`config.mk`:
```
export PLATFORM = sky130hd
export DESIGN_NAME = regfile_sb
export DESIGN_NICKNAME = d
export VERILOG_FILES = /design/src/rtl/regfile_sb_pkg.sv /design/src/rtl/reg_scoreboard.sv /design/src/rtl/regfile_sb.sv
export SDC_FILE = /design/constraint.sdc
export NUM_CORES = 2
export LEC_CHECK = 0
export ABC_AREA = 1
export CAP_MARGIN = 0
export CORE_MARGIN = 8
export CORE_UTILIZATION = 55
export CTS_CLUSTER_SIZE = 10
export DETAILED_ROUTE_END_ITERATION = 6
export PLACE_DENSITY_LB_ADDON = 0.05
export SLEW_MARGIN = 20
export SYNTH_ARGS = -nofsm -noshare
export SYNTH_HDL_FRONTEND = slang
export SYNTH_SLANG_ARGS = --single-unit
```
`constraint.sdc`:
```
create_clock -name clk -period 3.1 [get_ports clk]
set_input_delay 0.62 -clock clk [delete_from_list [all_inputs] [get_ports clk]]
set_output_delay 0.62 -clock clk [all_outputs]
set_load 0.03 [all_outputs]
```
`src/rtl/regfile_sb_pkg.sv`:
```
// Shared CPU package: default register-file geometry and architectural register indices.
package regfile_sb_pkg;

  localparam int unsigned CPU_AW = 5;
  localparam int unsigned CPU_DW = 32;
  localparam int unsigned R0_IDX = 0;

endpackage

```
`src/rtl/reg_scoreboard.sv`:
```
// Pending-producer scoreboard: one bit per register plus a running count of pending bits.
module reg_scoreboard
  import regfile_sb_pkg::*;
#(
  parameter int unsigned AW = CPU_AW
) (
  input  logic          clk,
  input  logic          rst_n,
  input  logic          set_en,
  input  logic [AW-1:0] sa,
  input  logic          clr_en,
  input  logic [AW-1:0] ca,
  input  logic [AW-1:0] ra0,
  input  logic [AW-1:0] ra1,
  output logic          busy0,
  output logic          busy1,
  output logic [AW:0]   busy_cnt
);

  localparam int unsigned NREG = 1 << AW;
  localparam int unsigned CW   = AW + 1;

  logic [NREG-1:0] pend;
  logic [NREG-1:0] pend_nxt;
  logic [AW:0]     cnt_nxt;
  logic            inc;
  logic            dec;

  // Set is applied after clear so a new producer wins over the retiring one.
  always_comb begin
    pend_nxt = pend;
    if (clr_en) pend_nxt[ca] = 1'b0;
    if (set_en) pend_nxt[sa] = 1'b1;
    inc     = set_en && !pend[sa];
    dec     = clr_en && pend[ca] && !(set_en && (sa == ca));
    cnt_nxt = busy_cnt + CW'(inc) - CW'(dec);
  end

  always_ff @(posedge clk or negedge rst_n) begin
    if (!rst_n) begin
      pend     <= '0;
      busy_cnt <= '0;
    end else begin
      pend     <= pend_nxt;
      busy_cnt <= cnt_nxt;
    end
  end

  assign busy0 = pend[ra0];
  assign busy1 = pend[ra1];

endmodule

```
`src/rtl/regfile_sb.sv`:
```
// Two-read, one-write register file with write-bypass, optional hardwired r0 and a pending scoreboard.
module regfile_sb
  import regfile_sb_pkg::*;
#(
  parameter int unsigned AW      = CPU_AW,
  parameter int unsigned DW      = CPU_DW,
  parameter int unsigned ZERO_R0 = 1,
  parameter int unsigned BYPASS  = 1
) (
  input  logic          clk,
  input  logic          rst_n,
  input  logic [AW-1:0] ra0,
  input  logic [AW-1:0] ra1,
  output logic [DW-1:0] rd0,
  output logic [DW-1:0] rd1,
  input  logic          we,
  input  logic [AW-1:0] wa,
  input  logic [DW-1:0] wd,
  input  logic          sb_set,
  input  logic [AW-1:0] sb_sa,
  output logic          busy0,
  output logic          busy1,
  output logic [AW:0]   busy_cnt
);

  localparam int unsigned NREG = 1 << AW;
  localparam logic [AW-1:0] R0 = AW'(R0_IDX);

  logic [DW-1:0] regs [NREG];
  logic          w_ok;
  logic          s_ok;
  logic          r0_rd0;
  logic          r0_rd1;
  logic          sb_busy0;
  logic          sb_busy1;

  assign w_ok   = we && !((ZERO_R0 != 0) && (wa == R0));
  assign s_ok   = sb_set && !((ZERO_R0 != 0) && (sb_sa == R0));
  assign r0_rd0 = (ZERO_R0 != 0) && (ra0 == R0);
  assign r0_rd1 = (ZERO_R0 != 0) && (ra1 == R0);

  always_ff @(posedge clk or negedge rst_n) begin
    if (!rst_n) begin
      for (int i = 0; i < int'(NREG); i++) regs[i] <= '0;
    end else if (w_ok) begin
      regs[wa] <= wd;
    end
  end

  // Bypass is suppressed in reset so the read ports read zero regardless of we/wd.
  always_comb begin
    rd0 = regs[ra0];
    rd1 = regs[ra1];
    if ((BYPASS != 0) && we) begin
      if (wa == ra0) rd0 = wd;
      if (wa == ra1) rd1 = wd;
    end
    if (r0_rd0) rd0 = '0;
    if (r0_rd1) rd1 = '0;
    if (!rst_n) begin
      rd0 = '0;
      rd1 = '0;
    end
  end

  reg_scoreboard #(.AW(AW)) u_sb (
    .clk      (clk),
    .rst_n    (rst_n),
    .set_en   (s_ok),
    .sa       (sb_sa),
    .clr_en   (w_ok),
    .ca       (wa),
    .ra0      (ra0),
    .ra1      (ra1),
    .busy0    (sb_busy0),
    .busy1    (sb_busy1),
    .busy_cnt (busy_cnt)
  );

  assign busy0 = sb_busy0 && !r0_rd0;
  assign busy1 = sb_busy1 && !r0_rd1;

endmodule

```
==> flow_summary.yaml <==
floorplanning:
  die_height_um: 355
  core.rowCount: 124
  dieArea_um2: 126000
  io_pins: 128
  die_w_um: 355
  start_util_pct: 55.3
  coreArea_um2: 114000
setup_path:
  path_cells: "clkdlybuf4s15_2 -> buf_4 -> o22ai_2 -> nor3_2 -> buf_4 -> nand3_4 -> buf_12 -> buf_4 -> buf_12 -> o21ai_0 -> a21oi_1 -> buf_12"
  worst_ep_required_time_ps: 2480
  arrival_ps: 2480
  worst_setup_path_end_kind: "output pin"
  max_stage_delay_ps: 250
  crit_path_start_kind: "input pin"
  cp_max_fo: 20
  crit_type: "input pin to output pin"
  crit_family: "buffers and inverters"
  path_buf_inv: 7
  startpoint: "wa[4]"
  cpMaxStageDelayCell: "a21oi_1"
  r2r_start: "u_sb.pend[19]"
detailed_routing:
  drt_iter0_drc: 9700
  drt_wl_total_um: 251000
  highest_layer: "met4"
  wl_met2_um: 106000
  wl_met1_um: 97100
  ant_nets: 0
  drc: 1
  vias: 65400
  routedWlPerCell_um: 23.2
  wl_met3_um: 33600
  vias_per_cell: 6.03
  drt_first_pass_iters: 7
logic_synthesis:
  syn_area_per_cell_um2: 6.73
  netlist_area_um2: 63000
  ys_types: 34
  synth-seq-cells: 1062
  synth_top_area_share_pct: 42.2
  synth_cells: 9366
  yosysWarnings: 0
  syn_nets: 9429
  synth_top_area_cell: "dfrtp_1"
  ys_top_cells_by_area: "dfrtp_1 42%, nand2_1 19%, nand3_1 15%"
  seq_area_frac_synth_pct: 42.2
power_and_ir_drop:
  switching_share_pct: 33.7
  pwr-share-clk_pct: 32.3
  power_density_nw_per_um2: 613
  p_comb_share_pct: 27.3
  ir_worst_vdd_v: 0.000584
  p_int_mw: 29.7
  switching_power_mw: 15.1
  power.share.sequential_pct: 40.4
  leakagePower_nw: 34.7
grt:
  grt_start_max_net_pins: 169
  grt_pass1_vias: 61400
  grtUsageTotal_pct: 38.9
  antenna_found_initial: 8
  grt_remaining_overflow: 0
  grt_pass1_wl_um: 380000
final_layout:
  drive_above_1_share_pct: 8.44
  synthToLayoutAreaGrowth_pct: 15.7
  fin_util_pct: 64.0
  fin_nets: 9322
place:
  globalplace.congestion: 0.938
  io_buffers: 127
  place.detailed.hpwl_um: 151000
  pre_cts_ws_ps: -418
clocking:
  clock-sinks: 1062
  cts_tree: "done"
  clk_latency_ps: 740
  clkTransAtPathRegs_ps: 60
  cts_root_buf: "clkbuf_16"
  cts_buffers: 131
  clk_path_buf_depth: 3
  htreeDepth: 4
timing:
  setup_ws_ps: -2.35
  period_needed_ps: 3100
  fmax_mhz: 322
  fin_crit_sh_pct: 100
  worstMarginPinSlew_ps: 1080
  maxSlewHeadroom_pct: 27.9
  slew_violations: 0
  setup_violations: 1
  hold_violations: 0
  finClkSkew_ps: 9.34
run_status:
  violations: "design-rule violations, negative setup slack"
  outcome: "finished with violations"
job:
  drv_cap: 0
hold_path:
  hold_path_class: "input pin to async pin"
## final timing paths
check | endpoint | slack (ps) | cells past startpoint
worst min-delay path | regs[595] | 40 | 2
worst min register to register | regs[1010] | 370 | 0
worst max-delay path | rd0[9] | -2 | 12
max in group asynchronous | regs[412] | 1030 | 4
min in group clk | regs[1010] | 370 | 0
worst max register to register | u_sb.busy_cnt[4] | 460 | 13
## cell families after synthesis
family                     after synthesis  synth area share [%]
and+or+nand+nor                       5084                  34.4
buffers and inverters                 1874                  12.0
AOI/OAI and AO/OA                     1307                  10.8
DFF                                   1062                  42.2
muxes                                   21                 0.375
xor gates and xnor gates                11                 0.153
adders and majority gates                7                 0.151
## worst register-to-register path: cells and delay by family, from the launching register on
kind            cells  cell delay [ps]
xor+xnor            1              140
buf+inv             2              210
simple gates        4              370
fa+ha+maj           3              900
flops               1              410
compound gates      3              470
## area by class of cell
type	count	area (um2)
Multi-Input combinational cell	6430	29100
Tap cell	1512	1890
Fill cell	10200	41100
Sequential cell	1062	26600
Clock buffer	184	3790
Timing Repair Buffer	564	7390
Clock inverter	8	83.8
Antenna cell	7	17.5
Inverter	1070	4070
## power by group through the flow
stage,Clock [mW],Sequential (mW),Combinational [mW]
floorplan,0,18.0,7.97
global placement,0,18.2,11.6
detailed placement,0,18.3,11.9
CTS,14.6,18.0,12.0
global route,15.1,18.3,13.7
finish,14.4,18.1,12.2
## layout by cell type, fill, tap and decap left out, types with 7 or more instances in the layout
cell type / n
buf_4: 268
clkbuf_1: 30
a21oi_2: 17
mux2_2: 13
dfrtp_1: 1060
xor2_1: 9
clkbuf_16: 141
o211ai_1: 66
a22oi_1: 17
nor2_4: 30
clkdlybuf4s50_1: 44
buf_12: 221
o22ai_1: 21
inv_2: 18
a21oi_1: 75
diode_2: 7
o21ai_1: 151
nand2_1: 3112
clkbuf_8: 16
inv_1: 1042
nor2_1: 27
o21ai_0: 957
nand3_1: 1885
mux2_1: 8
nor3_1: 15
## synthesized netlist by cell type, drive strengths merged
master  number
ha           6
xnor2        2
fa           1
mux2        21
a22oi       17
o22ai       23
clkbuf     430
nor2        63
inv       1068
nand2     3114
nor3        19
a21oi       92
dfrtp     1062
nand4        1
clkinv       2
xor2         9
nand3     1887
o21ai     1109
buf        374
o211ai      66
## per-layer routing
layer  up-vias  GRT usage, %
met5         -             0
met1     30500          53.4
met2      4421          57.2
li1      29600             -
met4         0          19.8
met3       826          9.32
## flip-flops by register name, indices dropped and copies added, names as in the netlist
name           flops
u_sb.pend         32
u_sb.busy_cnt      6
regs            1024
## per-stage QoR
step / std cells / hold WS (ps) / setup TNS [ps] / power [mW] / area (um2)
finish: 10800 / 36.0 / -2.35 / 44.7 / 72900
global placement: 10600 / 365 / -13550 / 29.8 / 68700
floorplan: 9366 / 324 / 0 / 26.0 / 63000
detailed placement: 10600 / 366 / -15170 / 30.1 / 68700
global route: 10800 / 70.4 / -101 / 47.1 / 72900
CTS: 10800 / 32.4 / 0 / 44.6 / 72700
## repair_timing
| item | 4_1_cts | 5_1_grt |
|---|---|---|
| hold buffers | 1 | 0 |
| gates cloned | 1 | 3 |
| hold endpoints to repair | 17 | 0 |
| buffers inserted | 4 | 3 |
| pin swaps | 2 | 1 |
| endpoints found under the setup margin | 64 | 58 |
| resized for setup | 24 | 40 |
No activity file was read; power rests on OpenSTA's default activity.
